$ cat config.mk
export PLATFORM = sky130hd
export DESIGN_NAME = regbus_arbiter
export DESIGN_NICKNAME = d
export VERILOG_FILES = /design/src/rtl/regbus_arbiter.sv
export SDC_FILE = /design/constraint.sdc
export NUM_CORES = 1
export LEC_CHECK = 0
export BUFFER_PORTS_ARGS = -buffer_cell sky130_fd_sc_hd__buf_2
export CORE_MARGIN = 2
export CORE_UTILIZATION = 43
export DETAILED_ROUTE_END_ITERATION = 16
export PLACE_DENSITY = 0.77
export SLEW_MARGIN = 20
export SYNTH_ARGS = -nofsm -noshare
export SYNTH_HDL_FRONTEND = slang
export SYNTH_SLANG_ARGS = --single-unit
$ cat constraint.sdc
create_clock -name clk -period 1.6 [get_ports clk]
set_input_delay 0.08 -clock clk [delete_from_list [all_inputs] [get_ports clk]]
set_output_delay 0.08 -clock clk [all_outputs]
set_load 0.1 [all_outputs]
$ cat src/rtl/regbus_arbiter.sv
// Round-robin arbiter/sequencer between the core and debug ports and the
// peripheral register file: serialized writes, reads with timeout, registered strobes.
module regbus_arbiter #(
  parameter int AW         = 16,
  parameter int DW         = 32,
  parameter int BW         = 4,
  parameter int RD_TIMEOUT = 15
) (
  input  logic          clk,
  input  logic          rst,
  input  logic          m0_req,
  input  logic          m0_we,
  input  logic [BW-1:0] m0_be,
  input  logic [AW-1:0] m0_addr,
  input  logic [DW-1:0] m0_wdata,
  output logic          m0_gnt,
  output logic          m0_rvalid,
  output logic [DW-1:0] m0_rdata,
  output logic          m0_rerr,
  input  logic          m1_req,
  input  logic          m1_we,
  input  logic [BW-1:0] m1_be,
  input  logic [AW-1:0] m1_addr,
  input  logic [DW-1:0] m1_wdata,
  output logic          m1_gnt,
  output logic          m1_rvalid,
  output logic [DW-1:0] m1_rdata,
  output logic          m1_rerr,
  output logic          wr_en,
  output logic          rd_en,
  output logic [BW-1:0] be,
  output logic [AW-1:0] wr_addr,
  output logic [AW-1:0] rd_addr,
  output logic [DW-1:0] wdata,
  input  logic [DW-1:0] rdata,
  input  logic          rd_rdy
);

  typedef enum logic [1:0] {
    S_IDLE    = 2'd0,
    S_WR      = 2'd1,
    S_RD_WAIT = 2'd2,
    S_RESP    = 2'd3
  } state_t;

  localparam logic [7:0] TO_CNT = 8'(RD_TIMEOUT);

  state_t        r_state, w_state_nxt;
  logic          r_owner, w_owner_nxt;
  logic          r_prio, w_prio_nxt;
  logic [7:0]    r_cnt, w_cnt_nxt;

  logic          w_win, w_win_we;
  logic [AW-1:0] w_win_addr;
  logic [BW-1:0] w_win_be;
  logic [DW-1:0] w_win_wdata;

  logic          w_load, w_wr_en_nxt, w_rd_en_nxt, w_cap_err;
  logic [1:0]    w_gnt_nxt, w_rvalid_nxt;
  logic [DW-1:0] w_cap_data;

  logic          r_wr_en, r_rd_en, r_m0_rerr, r_m1_rerr;
  logic [1:0]    r_gnt, r_rvalid;
  logic [BW-1:0] r_be;
  logic [AW-1:0] r_wr_addr, r_rd_addr;
  logic [DW-1:0] r_wdata, r_m0_rdata, r_m1_rdata;

  // Winner selection: a lone requester wins, contention goes to the prio pointer
  always_comb begin
    w_win       = (m0_req & m1_req) ? r_prio : m1_req;
    w_win_we    = w_win ? m1_we    : m0_we;
    w_win_addr  = w_win ? m1_addr  : m0_addr;
    w_win_be    = w_win ? m1_be    : m0_be;
    w_win_wdata = w_win ? m1_wdata : m0_wdata;
  end

  // Next-state and next-output logic
  always_comb begin
    w_state_nxt  = r_state;
    w_owner_nxt  = r_owner;
    w_prio_nxt   = r_prio;
    w_cnt_nxt    = r_cnt;
    w_load       = 1'b0;
    w_wr_en_nxt  = 1'b0;
    w_rd_en_nxt  = 1'b0;
    w_gnt_nxt    = 2'b00;
    w_rvalid_nxt = 2'b00;
    w_cap_data   = {DW{1'b0}};
    w_cap_err    = 1'b0;
    case (r_state)
      S_IDLE: begin
        if (m0_req | m1_req) begin
          w_load      = 1'b1;
          w_owner_nxt = w_win;
          w_prio_nxt  = ~w_win;
          w_gnt_nxt   = w_win ? 2'b10 : 2'b01;
          w_cnt_nxt   = 8'd0;
          if (w_win_we) begin
            w_state_nxt = S_WR;
            w_wr_en_nxt = 1'b1;
          end else begin
            w_state_nxt = S_RD_WAIT;
            w_rd_en_nxt = 1'b1;
          end
        end else begin
          w_state_nxt = S_IDLE;
        end
      end
      S_WR: begin
        w_state_nxt = S_IDLE;
      end
      S_RD_WAIT: begin
        if (rd_rdy) begin
          w_cap_data   = rdata;
          w_state_nxt  = S_RESP;
          w_rvalid_nxt = r_owner ? 2'b10 : 2'b01;
        end else if (r_cnt == TO_CNT) begin
          // Timeout completes with zero data and the error flag
          w_cap_err    = 1'b1;
          w_state_nxt  = S_RESP;
          w_rvalid_nxt = r_owner ? 2'b10 : 2'b01;
        end else begin
          w_cnt_nxt = r_cnt + 8'd1;
        end
      end
      S_RESP: begin
        w_state_nxt = S_IDLE;
      end
      default: begin
        w_state_nxt = S_IDLE;
      end
    endcase
  end

  // State, pointer and registered output update
  always_ff @(posedge clk) begin
    if (rst) begin
      r_state    <= S_IDLE;
      r_owner    <= 1'b0;
      r_prio     <= 1'b0;
      r_cnt      <= 8'd0;
      r_wr_en    <= 1'b0;
      r_rd_en    <= 1'b0;
      r_gnt      <= 2'b00;
      r_rvalid   <= 2'b00;
      r_be       <= {BW{1'b0}};
      r_wr_addr  <= {AW{1'b0}};
      r_rd_addr  <= {AW{1'b0}};
      r_wdata    <= {DW{1'b0}};
      r_m0_rdata <= {DW{1'b0}};
      r_m1_rdata <= {DW{1'b0}};
      r_m0_rerr  <= 1'b0;
      r_m1_rerr  <= 1'b0;
    end else begin
      r_state  <= w_state_nxt;
      r_owner  <= w_owner_nxt;
      r_prio   <= w_prio_nxt;
      r_cnt    <= w_cnt_nxt;
      r_wr_en  <= w_wr_en_nxt;
      r_rd_en  <= w_rd_en_nxt;
      r_gnt    <= w_gnt_nxt;
      r_rvalid <= w_rvalid_nxt;
      if (w_load && w_win_we) begin
        r_wr_addr <= w_win_addr;
        r_be      <= w_win_be;
        r_wdata   <= w_win_wdata;
      end
      if (w_load && !w_win_we) begin
        r_rd_addr <= w_win_addr;
      end
      // Read data/error hold until the next completion for the same requester
      if (w_rvalid_nxt[0]) begin
        r_m0_rdata <= w_cap_data;
        r_m0_rerr  <= w_cap_err;
      end
      if (w_rvalid_nxt[1]) begin
        r_m1_rdata <= w_cap_data;
        r_m1_rerr  <= w_cap_err;
      end
    end
  end

  assign m0_gnt    = r_gnt[0];
  assign m1_gnt    = r_gnt[1];
  assign m0_rvalid = r_rvalid[0];
  assign m1_rvalid = r_rvalid[1];
  assign m0_rdata  = r_m0_rdata;
  assign m1_rdata  = r_m1_rdata;
  assign m0_rerr   = r_m0_rerr;
  assign m1_rerr   = r_m1_rerr;
  assign wr_en     = r_wr_en;
  assign rd_en     = r_rd_en;
  assign be        = r_be;
  assign wr_addr   = r_wr_addr;
  assign rd_addr   = r_rd_addr;
  assign wdata     = r_wdata;

endmodule
==> reports/qor.txt, run 1 <==
Worst IR drop on VDD -> 0.784 mV
Setup slack, reg-to-reg -> -130 ps
Min cycle time layout -> 1730 ps
CP peak stage delay -> 550 ps
Worst Clk Skew -> 7.56 ps
Initial antenna violation count -> 5
GRT Residual Overflow -> 0
TritonCTS clock tree -> done
Clock buffer count from CTS -> 17
Syn_area_per_cell -> 9.57 sq um
Die width -> 126 um
Routed WL per cell -> 18.0 um
Worst min path class -> in -> reg
Slew Limit Fails -> 0
Worst path required time -> 1910 ps
Adder-cell share of the synthesized area -> 0.197%
CP startpoint -> r_cnt[7]
Clock Sinks -> 152
Most frequent cell after synthesis -> dfxtp_1
Post-synth top area cell -> dfxtp_1
Die Footprint -> 15,800 sq um
Hold Path Origin -> rd_rdy
Clock Pin Slew Worst Setup and Hold Paths -> 60 ps
Tot Pwr -> 0.0123 W
H-tree levels -> 4
Fin. Hold Viols -> 0
Placement Rows -> 44
Mux contribution to synthesized area -> 6.38%
Design area -> 9850 sq um
Top_reg_cell synth -> dfxtp_1
I/O pins -> 283
Status -> complete, but fails checks
Yosys reg bits -> 152
Syn Std Cell Area -> 6360 sq um
Synth top cells by count -> dfxtp_1 (152), a22o_1 (66), a21oi_1 (59)
Synthesized net count -> 808
Worst Tran Pin Value -> 597 ps
Worst setup margin -> -127 ps
Synth warnings -> 0
Violated checks -> setup timing
RSZ-0062 raised after global routing -> yes
Post-Synth Simple-Gate Area -> 12.9%
Yosys top cell area share -> 47.9%
Residual DRC -> 0
Share of cells above drive strength 1 -> 47.9%
Max clock buf depth -> 2
Register area -> 3050 sq um
Final #Nets -> 1,137
Pre-CTS WS -> -126 ps
Crit Path Max Fanout -> 20
Largest family of logic cells by synthesized area -> compound AO/OA/AOI/OAI gates
Vias in the first global route -> 6,387
Final wirelength -> 21,500 um
RD Place Congestion -> 0.812
All-Layer GR Usage -> 25.5%
Top cells by area, synth -> dfxtp_1 (48%), a22o_1 (9.1%), mux2_2 (6.0%)
Synth cell types -> 42
Seq/Total Area, Yosys -> 47.9%
CP Capture Type -> flip-flop
Worst slew margin -> 60.2%
Worst EP arrival -> 2040 ps
Xor and xnor area share after synthesis -> 0.413%
Max Cap Viol -> 0
Initial DRC Count -> 351
Synthesis-to-layout area growth -> 54.9%
Crit path max-delay cell type -> or4_4
Vias per cell -> 5.58
Core ar. -> 14,500 sq um
Period utilization -> 108%
Synth Area in Compound Gates -> 26.8%
Multi-input gate area -> 3420 sq um
PwrDens -> 1250 nW/um^2
Async set-reset flop share out of synthesis -> 0%
Fillcell total -> 1,073
Final Setup Violations -> 120
First-pass GRT wire length -> 32,600 um
Startpoint Class -> flip-flop
Number of port buffers -> 282
Starting Density -> 43.9%
Peak Freq -> 0.579 GHz
Area after DPL -> 8240 sq um
DRT antenna net count -> 0
FF-to-FF Start -> r_cnt[7]
Die height -> 126 um
Leakage -> 4.49 nW
Root Driver -> clkbuf_16
Vias -> 6,658
Setup CP Type -> reg -> reg
EDFF count, synth -> 0
Synthesized instance count -> 664
Largest net degree at the start of global routing -> 58
1st-pass router iterations -> 5
Final HPWL DP -> 13,300 um
Worst skew pair latency -> 430 ps
CP Cell Sequence -> or4_4 > o31ai_4 > a21oi_2 > buf_12 > a22o_1
## sequential cells by signal, summed over array words and instances (netlist names), 2 cells and up
name / cells
r_state: 2
m0_rdata: 32
be: 4
r_cnt: 8
r_rvalid: 2
wr_addr: 16
r_gnt: 2
rd_addr: 16
wdata: 32
m1_rdata: 32
## power breakdown
part / internal, W / total [W] / leakage (nW) / switching (W)
clock: 0.00220 / 0.00396 / 0.277 / 0.00176
sequential: 0.00406 / 0.00421 / 1.24 / 0.000153
combinational: 0.00117 / 0.00412 / 2.98 / 0.00295
## logic make-up after synthesis
group | Yosys count
AO/OA/AOI/OAI | 241
XOR/XNOR | 3
adder cells (fa/ha/maj) | 1
buffers and inverters | 84
flip-flops | 152
multiplexers | 36
AND/OR/NAND/NOR | 147
## metrics by stage
step | util [%] | hold WS [ps] | std cells | TNS [ps]
final | 68.0 | 76.2 | 1193 | -8830
after global routing | 68.0 | 60.1 | 1192 | -16100
after CTS | 64.7 | 50.1 | 1184 | -8060
after detailed placement | 56.9 | 318 | 1113 | -8020
after global placement | 56.9 | 314 | 1113 | -4380
after floorplan | - | 213 | 664 | -3070
## path summary, 6_finish.rpt
path / end / depth (start not counted)
worst max-delay path: m1_rdata[12] / 5
worst min-delay path: m1_rerr / 3
worst min register to register: wr_addr[9] / 2
worst max register to register: m1_rdata[12] / 5
## layout make-up
| class | instances | share of cell area [%] |
|---|---|---|
| repair buffers | 375 | 25.3 |
| clock inverters | 15 | 1.63 |
| multi-input cells | 428 | 34.7 |
| inverters | 19 | 0.724 |
| diodes | 3 | 0.0762 |
| clock buffers | 17 | 4.32 |
| flip-flops and latches | 152 | 30.9 |
| well taps | 184 | 2.34 |
## cells in the final DEF, fill, tap and decap left out, drive strengths merged, types with 27 or more instances in the layout
master / synthesis / final
buf: 23 / 339
a211oi: 33 / 33
nor2: 27 / 27
nor2b: 38 / 38
a21oi: 60 / 60
mux2: 36 / 36
nand3: 40 / 40
o21ai: 41 / 41
dfxtp: 152 / 152
a22o: 66 / 66
dlygate4sd3: 0 / 33
## worst max-delay path: cells and delay by family, from the launching register on
kind                   cells  cell delay, ps
AOI/OAI and AO/OA          3             580
and+or+nand+nor            1             550
DFF                        1             310
buffers and inverters      1             180
## repair_timing
item / 4_1_cts / 5_1_grt
pin swaps: 6 / 15
setup endpoints to repair: 121 / 144
hold buffers: 33 / 0
cloned: 4 / 3
gates resized for setup: 32 / 76
buffers inserted: 2 / 3
hold endpoints to repair: 65 / 0
## metal layers
layer	vias up	GRT usage (%)	part of all wire (%)
met5	-	0	0
met4	0	10.2	3.0
met3	47	8.09	8.4
met2	335	42.6	49
met1	3151	30.6	40
li1	3125	-	-
Note: power is estimated with default switching activity, not from simulation.
==> run 2, diff against run 1 <==
CORE_MARGIN = unset   (was 2)
CTS_CLUSTER_DIAMETER = 60   (was unset)
SLEW_MARGIN = unset   (was 20)
==> run 2 against run 1 <==
Net effect: the run still ends with setup timing left; critical path depth grew 1; clock skew rose by 2.4 ps; worst setup slack worse by 41 ps; via count grew 1.8%; utilization increased by 1.0 points; register-to-register slack got worse by 40 ps; first-iteration DRC count decreased by 17%; sequential share of layout area decreased by 0.45 points.
==> reports/qor.txt, run 2 (same netlist as run 1, synthesis figures left out) <==
Status -> complete, but fails checks
Violated checks -> setup timing
Worst slew margin -> 61.9%
First-pass GRT wire length -> 31,300 um
Clock buffer count from CTS -> 17
Final #Nets -> 1,149
Most common cell after layout, fill and taps aside -> buf_2
Starting Density -> 43.9%
Max clock buf depth -> 2
Leakage -> 4.56 nW
Clock Pin Slew Worst Setup and Hold Paths -> 60 ps
Worst path required time -> 1900 ps
Die width -> 124 um
Placement Rows -> 44
CP Capture Type -> flip-flop
Root Driver -> clkbuf_16
Fillcell total -> 1,071
Worst IR drop on VDD -> 0.753 mV
Clock Sinks -> 152
Initial antenna violation count -> 0
Die height -> 124 um
Setup TNS -> -11,650 ps
Vias -> 6,775
Worst Clk Skew -> 9.99 ps
Worst EP arrival -> 2070 ps
PwrDens -> 1230 nW/um^2
RD Place Congestion -> 0.809
Vias per cell -> 5.65
RSZ-0062 raised after global routing -> yes
Final wirelength -> 21,800 um
Fin cells -> 1,200
Period utilization -> 111%
Slew Limit Fails -> 0
N_diodes -> 0
Number of port buffers -> 282
1st-pass router iterations -> 4
Setup slack, reg-to-reg -> -170 ps
Worst skew pair latency -> 420 ps
GRT Residual Overflow -> 0
Peak Freq -> 0.566 GHz
Fin. Hold Viols -> 0
Final HPWL DP -> 13,100 um
Routed WL per cell -> 18.2 um
Startpoint Class -> flip-flop
Setup CP Type -> reg -> reg
Final Setup Violations -> 123
TritonCTS clock tree -> done
Residual DRC -> 0
Crit Path Max Fanout -> 7
H-tree levels -> 4
Most frequent cells in the layout -> buf_2 (281), dfxtp_1 (149), a22o_1 (66), a21oi_1 (44), buf_4 (40)
Largest net degree at the start of global routing -> 78
Worst setup margin -> -168 ps
DRT antenna net count -> 0
Dpl cells -> 1,122
Synthesis-to-layout area growth -> 57.3%
Share of cells above drive strength 1 -> 49.5%
I/O pins -> 283
Min cycle time layout -> 1770 ps
Worst Tran Pin Value -> 566 ps
Die Footprint -> 15,300 sq um
Core ar. -> 14,500 sq um
Max Cap Viol -> 0
All-Layer GR Usage -> 26.7%
Initial DRC Count -> 292
Worst min path class -> in -> reg
Vias in the first global route -> 6,085
## run 2: cell count changes in the layout (fill, tap and decap cells not counted), moves of 3 or more
cell / before / now
a21oi_1: 58 / 44
buf_4: 34 / 40
a21oi_2: 2 / 12
a21oi_4: 0 / 4
diode_2: 3 / 0
inv_6: 6 / 3
clkbuf_1: 0 / 3
buf_8: 0 / 6
clkbuf_16: 20 / 17
## run 2: power by group
group	switching, W	internal, W	leakage (nW)
combinational	0.00302	0.00129	3.06
clock	0.00160	0.00213	0.253
sequential	0.000162	0.00406	1.24
total	0.00478	0.00748	4.56
## run 2: worst max-delay path, stage by stage (launching register included)
cell and delay [ps]:
dfxtp_2 320, or2_4 260, or2_4 280, a21o_4 230, buf_4 150, buf_12 130
mux2_4 290
## run 2: metal layers
metal | GRT usage [%] | wire length (um)
met1 | 31.1 | 8490
met2 | 46.0 | 10900
met3 | 8.29 | 2000
met4 | 8.96 | 434
met5 | 0 | 0
## run 2: per-stage QoR
step                      total power (W)  area (sq um)  utilization (%)  hold slack [ps]  setup slack [ps]
after detailed placement          0.00787          8320             57.5              315              -114
after global placement            0.00785          8320             57.5              312             -61.0
after global routing               0.0127         10000             69.0             67.2              -193
after CTS                          0.0120          9610             66.3             51.6              -155
after floorplan                   0.00701          6410                -              213             -56.1
final                              0.0123         10000             69.0             70.9              -168
## run 2: timing repair
item | in CTS | in global routing
setup buffers | 5 | 7
hold buffers | 33 | 0
endpoints found under the hold margin | 65 | 0
pin swaps | 15 | 37
resized for setup | 56 | 87
cloned | 7 | 0
endpoints found under the setup margin | 135 | 145
## run 2: layout make-up
class / count / area (sq um) / share of cell area (%)
clock inverter: 10 / 97.6 / 0.976
inverter: 19 / 71.3 / 0.713
sequential: 152 / 3050 / 30.5
clock buffer: 20 / 437 / 4.37
multi-input combinational: 428 / 3490 / 34.9
tap: 184 / 230 / 2.30
timing repair buffer: 387 / 2620 / 26.2
## run 2: path summary, 6_finish.rpt
kind / end / startpoint / depth (start not counted)
worst max register to register: wdata[24] / r_state[0] / 6
worst min-delay path: m1_rerr / rd_rdy / 3
worst min register to register: wr_addr[13] / wr_addr[13] / 2
worst max-delay path: wdata[24] / r_state[0] / 6
==> run 3, diff against run 2 <==
ABC_AREA = 1   (was unset)
ABC_CLOCK_PERIOD_IN_PS = 1600   (was unset)
CORE_UTILIZATION = 44   (was 43)
==> run 3 against run 2 <==
Net effect: the run now ends clean; die area increased by 4.1%; clock skew about the same; global-route usage is 0.73 points lower; final cell count up 35%; highest routed layer unchanged.
==> reports/qor.txt, run 3 <==
Final #Nets -> 1,565
Pre-CTS WS -> 154 ps
PwrDens -> 1240 nW/um^2
Most common cell after layout, fill and taps aside -> nand2_1
Synth cell types -> 25
Routed WL per cell -> 12.7 um
Top cells by area, synth -> dfxtp_1 (45%), nand2_1 (27%), nor2_1 (11%)
Met2 Usage GRT -> 44.2%
Worst path required time -> 1910 ps
Int Power -> 0.00702 W
Worst slew margin -> 49.7%
Tot Pwr -> 0.0121 W
TritonCTS clock tree -> done
Peak Freq -> 0.658 GHz
Vias -> 7,566
Worst setup margin -> 79.7 ps
All-Layer GR Usage -> 25.9%
Async set-reset flop share out of synthesis -> 0%
1st-pass router iterations -> 5
Most frequent CP cell -> nor2_1
RSZ-0062 raised after global routing -> no
Synthesized net count -> 1,220
Layer with the highest usage -> met2
Clock Sinks -> 152
Final Setup Violations -> 0
Die Footprint -> 15,900 sq um
Vias in the first global route -> 7,086
Combinational Power Share -> 34.4%
Fin. Hold Viols -> 0
Number of port buffers -> 282
Crit path max-delay cell type -> dfxtp_1
Clock buffer count from CTS -> 17
Clock share of power -> 30.5%
Most frequent cell after synthesis -> nand2_1
GRT Residual Overflow -> 0
Max Cap Viol -> 0
Post-synth top area cell -> dfxtp_1
Startpoint Class -> flip-flop
Root Driver -> clkbuf_16
EDFF count, synth -> 0
Setup slack, reg-to-reg -> 80 ps
Status -> completed
CP Cell Sequence -> o21ai_4 > inv_2 > nand2_1 > nand3_4 > buf_4 > nor2_1 > nor2_1
Yosys reg bits -> 152
Share of cells above drive strength 1 -> 24.6%
I/O pins -> 283
Synth warnings -> 0
Synthesized instance count -> 1,076
Period utilization -> 95.0%
Switching Share -> 41.9%
Syn Std Cell Area -> 6780 sq um
Core ar. -> 14,800 sq um
Vias per cell -> 4.68
Post-CTS Setup Bufs -> 0
Leakage -> 5.17 nW
Fin Hold WS -> 12.7 ps
Worst Clk Skew -> 10.5 ps
Syn_area_per_cell -> 6.30 sq um
Worst Tran Pin Value -> 755 ps
RD Place Congestion -> 0.808
Final HPWL DP -> 12,800 um
Setup CP Type -> reg -> reg
GR Util met3 -> 6.50%
Synth top cells by count -> nand2_1 (480), nor2_1 (194), dfxtp_1 (152)
CP peak stage delay -> 340 ps
Largest net degree at the start of global routing -> 74
Synthesis-to-layout area growth -> 44.2%
H-tree levels -> 4
P_sw -> 0.00507 W
Setup TNS -> 0 ps
Seq/Total Area, Yosys -> 44.9%
Part of the power in registers -> 35.1%
Worst EP arrival -> 1830 ps
Worst skew pair latency -> 420 ps
Starting Density -> 45.9%
Placement Rows -> 44
Top_reg_cell synth -> dfxtp_1
DRT antenna net count -> 0
Die width -> 126 um
First-pass GRT wire length -> 33,400 um
Most frequent cells in the layout -> nand2_1 (479), buf_2 (282), nor2_1 (194), dfxtp_1 (152), inv_1 (84)
CP Capture Type -> flip-flop
Die height -> 126 um
Fin util -> 66.3%
Worst IR drop on VDD -> 0.782 mV
Initial DRC Count -> 415
Clock Pin Slew Worst Setup and Hold Paths -> 60 ps
M1 GR Usage -> 30.3%
Residual DRC -> 0
Worst min path class -> in -> reg
N_diodes -> 0
Yosys top cell area share -> 44.9%
Crit Path Max Fanout -> 20
Initial antenna violation count -> 0
Slew Limit Fails -> 0
Max clock buf depth -> 2
Final wirelength -> 20,500 um
Min cycle time layout -> 1520 ps
==> run 3: worst paths after layout <==
path                  endpoint  cells past startpoint         start
setup reg to reg     wdata[15]                      7        r_prio
setup / recovery     wdata[15]                      7        r_prio
hold reg to reg   m1_rdata[29]                      2  m1_rdata[29]
hold / removal     wr_addr[13]                      5   m1_addr[13]
==> run 3: layout make-up <==
| type | instances | area, sq um |
|---|---|---|
| Tap cell | 184 | 230 |
| Clock buffer | 17 | 425 |
| Fill cell | 1245 | 4980 |
| Clock inverter | 15 | 118 |
| Inverter | 88 | 330 |
| Multi-Input combinational cell | 775 | 3110 |
| Sequential cell | 152 | 3040 |
| Timing Repair Buffer | 387 | 2520 |
==> run 3: routing by layer <==
metal | share of wire [%] | vias up
li1 | - | 3907
met1 | 41 | 3303
met2 | 48 | 302
met3 | 7.4 | 54
met4 | 3.6 | 0
met5 | 0 | -
==> run 3: power groups by stage <==
| stage | Sequential (W) | Combinational, W | Clock, W |
|---|---|---|---|
| after floorplan | 0.00635 | 0.00114 | 0 |
| after global placement | 0.00431 | 0.00393 | 0 |
| after detailed placement | 0.00432 | 0.00396 | 0 |
| after CTS | 0.00424 | 0.00412 | 0.00376 |
| after global routing | 0.00428 | 0.00442 | 0.00393 |
| final | 0.00424 | 0.00416 | 0.00369 |
==> run 3: critical path, delay by kind of cell (launching register included) <==
family          cells  cell delay (ps)
flops               1              340
buf+inv             2              320
compound gates      1              220
simple gates        4              540
==> run 3: kinds of logic (layout without fill, tap and decap cells) <==
group,count (synthesis),count (layout),synth area share [%]
AND/OR/NAND/NOR,696,696,39.5
adder cells (fa/ha/maj),1,1,0.185
buffers and inverters,149,507,9.45
flip-flops,152,152,44.9
AO/OA/AOI/OAI,78,78,5.98
==> run 3: stage by stage <==
| step | instance area, sq um | instances |
|---|---|---|
| finish | 9780 | 1618 |
| global route | 9780 | 1618 |
| CTS | 9770 | 1618 |
| detailed placement | 8420 | 1505 |
| global placement | 8420 | 1505 |
| floorplan | 6780 | 1076 |
==> run 3: timing repair <==
action                                  CTS  global route
hold buffers                             81             0
endpoints found under the hold margin    69             0
gates resized for setup                   0             2
endpoints found under the setup margin    0            10
